File: src/rtl/uart_mmio.sv
// uart_mmio: memory-mapped 8N1 UART on the CPU data bus (0x40000018-0x40000023).
// Registers: TXD (0x18), RXD (0x1C), CON (0x20). Read data is combinational.
// The receiver oversamples 16x. There is a one-byte holding register in each direction.
// Optional feature: define UART_IRQ_EN to add the irq port and the CON[0] irq_en bit.
module uart_mmio #(
    parameter int BAUD_DIV16 = 326
) (
    input  logic        clk,
    input  logic        reset,
    input  logic        rd,
    input  logic        wr,
    input  logic [31:0] addr,
    input  logic [31:0] wdata,
    output logic [31:0] rdata,
    input  logic        rx,
`ifdef UART_IRQ_EN
    output logic        irq,
`endif
    output logic        tx
);

    localparam int DIV_W = (BAUD_DIV16 > 1) ? $clog2(BAUD_DIV16) : 1;
    localparam logic [DIV_W-1:0] DIV_LAST = DIV_W'(BAUD_DIV16 - 1);

    typedef enum logic [1:0] {TX_IDLE, TX_START, TX_DATA, TX_STOP} tx_state_t;
    typedef enum logic [2:0] {RX_IDLE, RX_START, RX_DATA, RX_STOP, RX_BREAK} rx_state_t;

    logic             sel_txd, sel_rxd, sel_con;
    logic             rxd_read, con_write;
    logic             unused_wdata;

    tx_state_t        tx_state;
    logic             tx_busy;
    logic [7:0]       tx_data;
    logic [7:0]       tx_shift;
    logic [2:0]       tx_bit;
    logic [3:0]       tx_sub;
    logic [DIV_W-1:0] tx_div;
    logic             tx_tick, tx_done, tx_accept;

    logic             rx_meta, rx_sync;
    rx_state_t        rx_state;
    logic [DIV_W-1:0] rx_div;
    logic             rx_tick;
    logic [3:0]       rx_cnt;
    logic [2:0]       rx_bit;
    logic [7:0]       rx_shift;
    logic [7:0]       rx_data;
    logic             rx_valid, overrun, frame_err;
    logic             irq_en;

    assign sel_txd      = (addr == 32'h4000_0018);
    assign sel_rxd      = (addr == 32'h4000_001C);
    assign sel_con      = (addr == 32'h4000_0020);
    assign rxd_read     = rd && sel_rxd;
    assign con_write    = wr && sel_con;
    assign unused_wdata = ^wdata[31:8];

    // A write during the last cycle of the stop bit is accepted, so frames can run back-to-back with no idle gap.
    assign tx_tick   = (tx_div == DIV_LAST);
    assign tx_done   = (tx_state == TX_STOP) && tx_tick && (tx_sub == 4'd15);
    assign tx_accept = wr && sel_txd && (!tx_busy || tx_done);

    // Transmit FSM: restarts its own divider on every accepted byte and holds each bit for 16 ticks.
    always_ff @(posedge clk or negedge reset) begin
        if (!reset) begin
            tx_state <= TX_IDLE;
            tx       <= 1'b1;
            tx_busy  <= 1'b0;
            tx_data  <= '0;
            tx_shift <= '0;
            tx_bit   <= '0;
            tx_sub   <= '0;
            tx_div   <= '0;
        end else if (tx_accept) begin
            tx_state <= TX_START;
            tx       <= 1'b0;
            tx_busy  <= 1'b1;
            tx_data  <= wdata[7:0];
            tx_shift <= wdata[7:0];
            tx_bit   <= '0;
            tx_sub   <= '0;
            tx_div   <= '0;
        end else if (tx_state != TX_IDLE) begin
            tx_div <= tx_tick ? '0 : tx_div + 1'b1;
            if (tx_tick) begin
                tx_sub <= tx_sub + 1'b1;
                if (tx_sub == 4'd15) begin
                    case (tx_state)
                        TX_START: begin
                            tx_state <= TX_DATA;
                            tx       <= tx_shift[0];
                            tx_shift <= {1'b0, tx_shift[7:1]};
                            tx_bit   <= '0;
                        end
                        TX_DATA: begin
                            if (tx_bit == 3'd7) begin
                                tx_state <= TX_STOP;
                                tx       <= 1'b1;
                            end else begin
                                tx_bit   <= tx_bit + 1'b1;
                                tx       <= tx_shift[0];
                                tx_shift <= {1'b0, tx_shift[7:1]};
                            end
                        end
                        TX_STOP: begin
                            tx_state <= TX_IDLE;
                            tx_busy  <= 1'b0;
                        end
                        default: tx_state <= TX_IDLE;
                    endcase
                end
            end
        end
    end

    // Two-flop synchroniser for the asynchronous serial input; it powers up at the idle line level.
    always_ff @(posedge clk or negedge reset) begin
        if (!reset) begin
            rx_meta <= 1'b1;
            rx_sync <= 1'b1;
        end else begin
            rx_meta <= rx;
            rx_sync <= rx_meta;
        end
    end

    assign rx_tick = (rx_div == DIV_LAST);

    // Receive FSM with flags: free-running 16x divider, mid-bit sampling, and overrun/framing detection.
    always_ff @(posedge clk or negedge reset) begin
        if (!reset) begin
            rx_state  <= RX_IDLE;
            rx_div    <= '0;
            rx_cnt    <= '0;
            rx_bit    <= '0;
            rx_shift  <= '0;
            rx_data   <= '0;
            rx_valid  <= 1'b0;
            overrun   <= 1'b0;
            frame_err <= 1'b0;
        end else begin
            rx_div <= rx_tick ? '0 : rx_div + 1'b1;
            if (rxd_read) rx_valid <= 1'b0;
            if (con_write && wdata[4]) overrun <= 1'b0;
            if (con_write && wdata[5]) frame_err <= 1'b0;
            case (rx_state)
                RX_IDLE: begin
                    if (rx_tick && !rx_sync) begin
                        rx_state <= RX_START;
                        rx_cnt   <= '0;
                    end
                end
                RX_START: begin
                    if (rx_tick) begin
                        if (rx_cnt == 4'd7) begin
                            rx_cnt   <= '0;
                            rx_bit   <= '0;
                            rx_state <= rx_sync ? RX_IDLE : RX_DATA;
                        end else begin
                            rx_cnt <= rx_cnt + 1'b1;
                        end
                    end
                end
                RX_DATA: begin
                    if (rx_tick) begin
                        rx_cnt <= rx_cnt + 1'b1;
                        if (rx_cnt == 4'd15) begin
                            rx_shift <= {rx_sync, rx_shift[7:1]};
                            rx_bit   <= rx_bit + 1'b1;
                            if (rx_bit == 3'd7) rx_state <= RX_STOP;
                        end
                    end
                end
                RX_STOP: begin
                    if (rx_tick) begin
                        rx_cnt <= rx_cnt + 1'b1;
                        if (rx_cnt == 4'd15) begin
                            if (rx_sync) begin
                                rx_data  <= rx_shift;
                                rx_valid <= 1'b1;
                                if (rx_valid && !rxd_read) overrun <= 1'b1;
                                rx_state <= RX_IDLE;
                            end else begin
                                frame_err <= 1'b1;
                                rx_state  <= RX_BREAK;
                            end
                        end
                    end
                end
                RX_BREAK: begin
                    if (rx_sync) rx_state <= RX_IDLE;
                end
                default: rx_state <= RX_IDLE;
            endcase
        end
    end

`ifdef UART_IRQ_EN
    // Interrupt enable bit, written through CON[0].
    always_ff @(posedge clk or negedge reset) begin
        if (!reset) irq_en <= 1'b0;
        else if (con_write) irq_en <= wdata[0];
    end

    assign irq = irq_en & rx_valid;
`else
    assign irq_en = 1'b0;
`endif

    // Combinational read mux: zero unless a mapped register is being read.
    always_comb begin
        rdata = '0;
        if (rd) begin
            if (sel_txd)      rdata = {24'b0, tx_data};
            else if (sel_rxd) rdata = {24'b0, rx_data};
            else if (sel_con) rdata = {26'b0, frame_err, overrun, tx_busy, rx_valid, 1'b0, irq_en};
        end
    end

endmodule

File: config.mk
export PLATFORM = sky130hd
export DESIGN_NAME = uart_mmio
export DESIGN_NICKNAME = d
export VERILOG_FILES = /design/src/rtl/uart_mmio.sv
export SDC_FILE = /design/constraint.sdc
export NUM_CORES = 1
export LEC_CHECK = 0
export ABC_AREA = 1
export CAP_MARGIN = 20
export CELL_PAD_IN_SITES_DETAIL_PLACEMENT = 1
export CELL_PAD_IN_SITES_GLOBAL_PLACEMENT = 1
export CORE_MARGIN = 1
export CORE_UTILIZATION = 49
export DETAILED_ROUTE_END_ITERATION = 8
export DONT_BUFFER_PORTS = 1
export PLACE_DENSITY = 0.92
export REMOVE_ABC_BUFFERS = 1
export SLEW_MARGIN = 20
export SYNTH_ARGS = -nofsm -noshare
export SYNTH_HDL_FRONTEND = slang
export SYNTH_SLANG_ARGS = --single-unit
File: constraint.sdc
create_clock -name clk -period 5 [get_ports clk]
set_input_delay 0.5 -clock clk [delete_from_list [all_inputs] [get_ports clk]]
set_output_delay 0.5 -clock clk [all_outputs]
set_load 0.01 [all_outputs]
; ---- Word level (Yosys, flattened, before mapping)
; Cells that the tools add are included.
[op_classes]
n_eq_ne = 29
n_reduce_logical = 34
n_mux = 78
add_sub_neg = 6
[op_table]
columns = operator, n
row1 = $eq 32x31->1 const B, 3
row2 = $mux 8, 8
row3 = $mux 3, 19
row4 = $mux 9, 4
row5 = $mux 4, 7
row6 = $mux 1, 26
row7 = $reduce_and 4->1, 5
row8 = $add 9x1->9 const B, 2
row9 = $eq 9x9->1 const B, 2
row10 = $ne 2x2->1 const B, 9
row11 = $pmux 8 s2, 1
row12 = $pmux 3 s5, 1
row13 = $mux 2, 6
row14 = $pmux 3 s2, 2
row15 = $pmux 4 s3, 1
row16 = $reduce_bool 2->1, 6
row17 = $logic_and 1x1->1, 10
row18 = $reduce_and 5->1, 2
row19 = $eq 3x3->1 const B, 3
row20 = $reduce_and 9->1, 1
row21 = $add 4x1->4 const B, 2
row22 = $eq 4x4->1 const B, 2
row23 = $add 3x1->3 const B, 2
row24 = $eq 3x2->1 const B, 2
row25 = other kinds (16), 21
[totals]
wordCells = 166
regBits = 76
inputBits = 69
out_inout_bits = 33

; ---- Longest topological paths before layout
[logic_depth]
word_depth = 9
ltp_mapped = 13
mapped_depth_nobuf = 13

; ---- Worst setup path after synthesis
; OpenSTA, ideal clock, no wires.
[synth_timing]
path_type = in2out
from = input port addr[15]
to = output port rdata[0]
arrival_time_ns = 1.654
t_required_ns = 4.500
path_buffers = 0
slack_ns = 2.846
stages = 7
cell_sequence = nor2_1 -> nand2_1 -> nor2_1 -> inv_1 -> nor3_1 -> nand3_1 -> o21ai_0
[synth_between]
elab_chain_cells = 4
word_cells_on_any_way = 5
cone_classes = eq/ne: 2 / mux: 3
[synth_rtl]
columns = element, line
row1 = "start, declared", 12  ; input logic [31:0] addr,
row2 = $eq 32x31->1, 53  ; assign sel_rxd = (addr == 32'h4000_001C);
row3 = $mux 8, 216  ; else if (sel_rxd) rdata = {24'b0, rx_data};
row4 = $mux 8 (*), 215  ; if (sel_txd) rdata = {24'b0, tx_data};
row5 = $mux 8 (*), 214  ; if (rd) begin
row6 = "end, declared", 14  ; output logic [31:0] rdata,
; Every way passes the cells marked *; elsewhere a longest branch is shown, timed or not.

; ---- Final worst setup path
[layout_timing]
from = register tx_div[1]
to = register tx_shift[6]
[layout_between]
elab_chain_cells = 7
word_cells_on_any_way = 12
cone_classes = eq/ne: 2 / mux: 1 / reduce/logical: 9
[layout_rtl]
columns = element, line
row1 = "start, declared", 38  ; logic [DIV_W-1:0] tx_div;
row2 = "start signal, assigned", 85  ; tx_div <= tx_tick ? '0 : tx_div + 1'b1;
row3 = $eq 9x9->1 (*), 60  ; assign tx_tick = (tx_div == DIV_LAST);
row4 = $logic_and 1x1->1 (2 in series), 61  ; assign tx_done = (tx_state == TX_STOP) && tx_tick && (tx_sub == 4'd15);
row5 = $logic_or 1x1->1, 62  ; assign tx_accept = wr && sel_txd && (!tx_busy || tx_done);
row6 = $logic_and 1x1->1, 62
row7 = $ne 3x3->1 (no line) (tied with other cells), --
row8 = $reduce_and 5->1 (no line), --
row9 = "end signal, assigned", 80  ; tx_shift <= wdata[7:0];
row10 = "end signal, assigned", 93  ; tx_shift <= {1'b0, tx_shift[7:1]};
row11 = "end signal, assigned", 103  ; tx_shift <= {1'b0, tx_shift[7:1]};
row12 = "end, declared", 35  ; logic [7:0] tx_shift;
; Marks and branches as above.
; A chain may end at the register's enable or synchronous reset.

==> summary.md <==
| Metric | Value |
|---|---|
| Least-Margin Pin Slew | `0.873 ns` |
| Final period util | `between 60% and 70%` |
| FFs w/ async S/R, synth | `100%` |
| Routability cong. | `just over 0.8` |
| CTS Root Cell | `clkbuf_8` |
| Wire length per cell | `about 16 µm` |
| Share of layout cells above drive strength 1 | `under 10%` |
| Crit start category | `register` |
| Clock Latency Late Sink | `0.36 ns` |
| GRT Total Usage | `between 20% and 30%` |
| Via Count | `~3.7k` |
| Port Buffers | `0` |
| Max-Cap Viols | `0` |
| First-pass GRT wire length | `17800 µm` |
| Most frequent cell after synthesis | `nand2_1` |
| Die span in x | `~95 µm` |
| Number of synthesized flops with an enable pin | `0` |
| CORE AREA | `about 8300 µm²` |
| Via/cell ratio | `about 5.6` |
| PwrDens | `around 260 nW/µm²` |
| Starting DRT DRC Count | `slightly below 200` |
| Clk pin slew, worst setup/hold paths | `about 0.09 ns` |
| Worst EP arrival | `roughly 3.5 ns` |
| Post-synthesis sequential area ratio | `about 45%` |
| Post-DP HPWL | `7850 µm` |
| # DRC | `0` |
| Final-report hold violation count | `0` |
| Clock buffer count from CTS | `9` |
| Cts hold-fix bufs | `1` |
| DRT antenna net count | `0` |
| Nets@finish | `645` |
| Largest net degree at the start of global routing | `77` |
| TritonCTS clock tree | `yes` |
| I/O Pins | `between 100 and 150` |
| Setup Skew | `0.0155 ns` |
| Die area | `approximately 9100 µm²` |
| Routed WL | `roughly 11000 µm` |
| Maximum VDD drop | `between 0.1 and 0.15 mV` |
| Vias in the first global route | `approximately 4k` |
| Starting density of the core | `between 50% and 60%` |
| Grt total ovfl | `0` |
| Final setup vio count | `0` |
| RSZ-0062 raised after global routing | `false` |
| Diodes inserted | `0` |
| Max Fclk | `311 MHz` |
| H-Tree Depth | `3` |
| Final instance area | `4490 µm²` |
| Minimum clock period | `approximately 3.2 ns` |
| Worst setup EP type | `register` |
| Post-Synthesis Cells | `about 560` |
| Worst min path class | `in -> async` |
| Rows | `33` |
| Post-CTS setup buffers | `0` |
| Initial antenna violation count | `0` |
| Commonest cells post-synth | `nand2_1 (139), dfrtp_1 (73), inv_1 (70), nor2_1 (60), o21ai_0 (47)` |
| Rel. slew slack | `41.4%` |
| Worst Path Max Fanout | `between 40 and 50` |
| Yosys reg bits | `76` |
| Final setup TNS | `0 ns` |
| Area post-placement | `about 4200 µm²` |
| Router iterations before antenna repair | `4` |
| CP Class | `reg -> reg` |
| Resized Gates After CTS | `0` |
| Synth Area per Inst | `7.57 µm²` |
| Synth cell types | `34` |
| Post-synth top area share | `42.8%` |
| Synth Flop Type | `dfrtp_1` |
| P&R area growth vs syn | `5.16%` |
| CTS sink cnt | `76` |
| Syn Std Cell Area | `approximately 4300 µm²` |
| Die Ht | `95.4 µm` |
| P_leak | `2.24 nW` |
| Req. time, crit path | `approximately 5.2 ns` |
| YS warnings | `0` |
| Max Root-Sink Buffers | `2` |
| Status | `completed` |
| Synth area leader | `dfrtp_1` |
| Max-slew violations | `0` |
| Area contributors post-synth | `dfrtp_1 (43%), nand2_1 (12%), inv_1 (6.2%)` |
final timing paths:
| path | from | end | slack, ns | cells past startpoint |
|---|---|---|---|---|
| max in group asynchronous | reset | tx_shift[5] | 4.62 | 1 |
| hold / removal | reset | tx_div[1] | 0.009 | 1 |
| min in group clk | rx | rx_meta | 0.13 | 0 |
| hold reg to reg | rx_meta | rx_sync | 0.36 | 0 |
| setup reg to reg | tx_div[1] | tx_shift[6] | 1.79 | 11 |
| setup / recovery | tx_div[1] | tx_shift[6] | 1.79 | 11 |
flip-flops by register name, indices dropped and copies added (netlist names), 4 cells and up:
signal,count
rx_cnt,4
rx_data,8
rx_div,9
rx_shift,8
tx_data,8
tx_div,9
tx_shift,8
tx_sub,4
kinds of logic after synthesis:
group           share of synthesized area, %
buf+inv                                 12.2
other cells                           0.0878
fa+ha+maj                               4.10
compound gates                          10.9
flops                                   44.6
mux                                    0.264
xor+xnor                               0.820
simple gates                            27.0
stage by stage:
step	hold WS [ns]	worst slack (ns)	util (%)	instances	power, W
after global placement	0.207	1.86	50.8	655	0.000648
after CTS	0.0322	1.81	53.9	672	0.00120
final	0.00943	1.79	53.9	672	0.00119
after global routing	0.0502	1.52	53.9	672	0.00122
after floorplan	0.204	2.57	-	550	0.000645
after detailed placement	0.206	1.73	50.8	655	0.000649
cell usage in the layout (no fill, tap or decap), types with 10 or more instances in the layout:
cell type / synthesis / routed
dfrtp_1: 73 / 73
conb_1: 1 / 24
inv_1: 70 / 70
nand3_1: 45 / 45
clkbuf_8: 0 / 10
o21ai_0: 47 / 47
nand2_1: 139 / 139
a21oi_1: 21 / 21
nor3_1: 13 / 13
ha_1: 14 / 14
nor2_1: 60 / 60
final cells by class:
type                            instances  area, µm²
Clock inverter                          5       85.1
Timing Repair Buffer                    1       27.5
Inverter                               72        270
Multi-Input combinational cell        402       1930
Clock buffer                           11        141
Tap cell                              105        131
Fill cell                            1083       3850
Sequential cell                        76       1910
worst max-delay path: stages (launching register included):
cell     delay (ns)
dfrtp_1        0.42
inv_1          0.09
ha_1           0.17
nand2_1        0.06
nor2_1         0.14
nand3_1        0.11
nand2_1        0.14
nand3_4        0.38
o21ai_1        0.65
nand4_1        0.63
nand2_1        0.21
nand2_1        0.08
where the power goes:
group	leakage (nW)	switching, W	total, W	internal, W
Combinational	1.14	0.0000280	0.0000349	0.00000690
Sequential	0.986	0.000000650	0.000616	0.000616
Clock	0.110	0.000238	0.000535	0.000297
layer usage:
layer | wire length [µm] | track usage (%) | part of all wire (%) | up-vias
met2 | 5480 | 45.3 | 51 | 92
met1 | 4600 | 30.7 | 43 | 1875
met5 | 0 | 0 | 0 | -
met3 | 393 | 4.86 | 3.7 | 15
met4 | 198 | 11.2 | 1.9 | 0
li1 | - | - | - | 1748
Power figures use the tool's default switching activity.
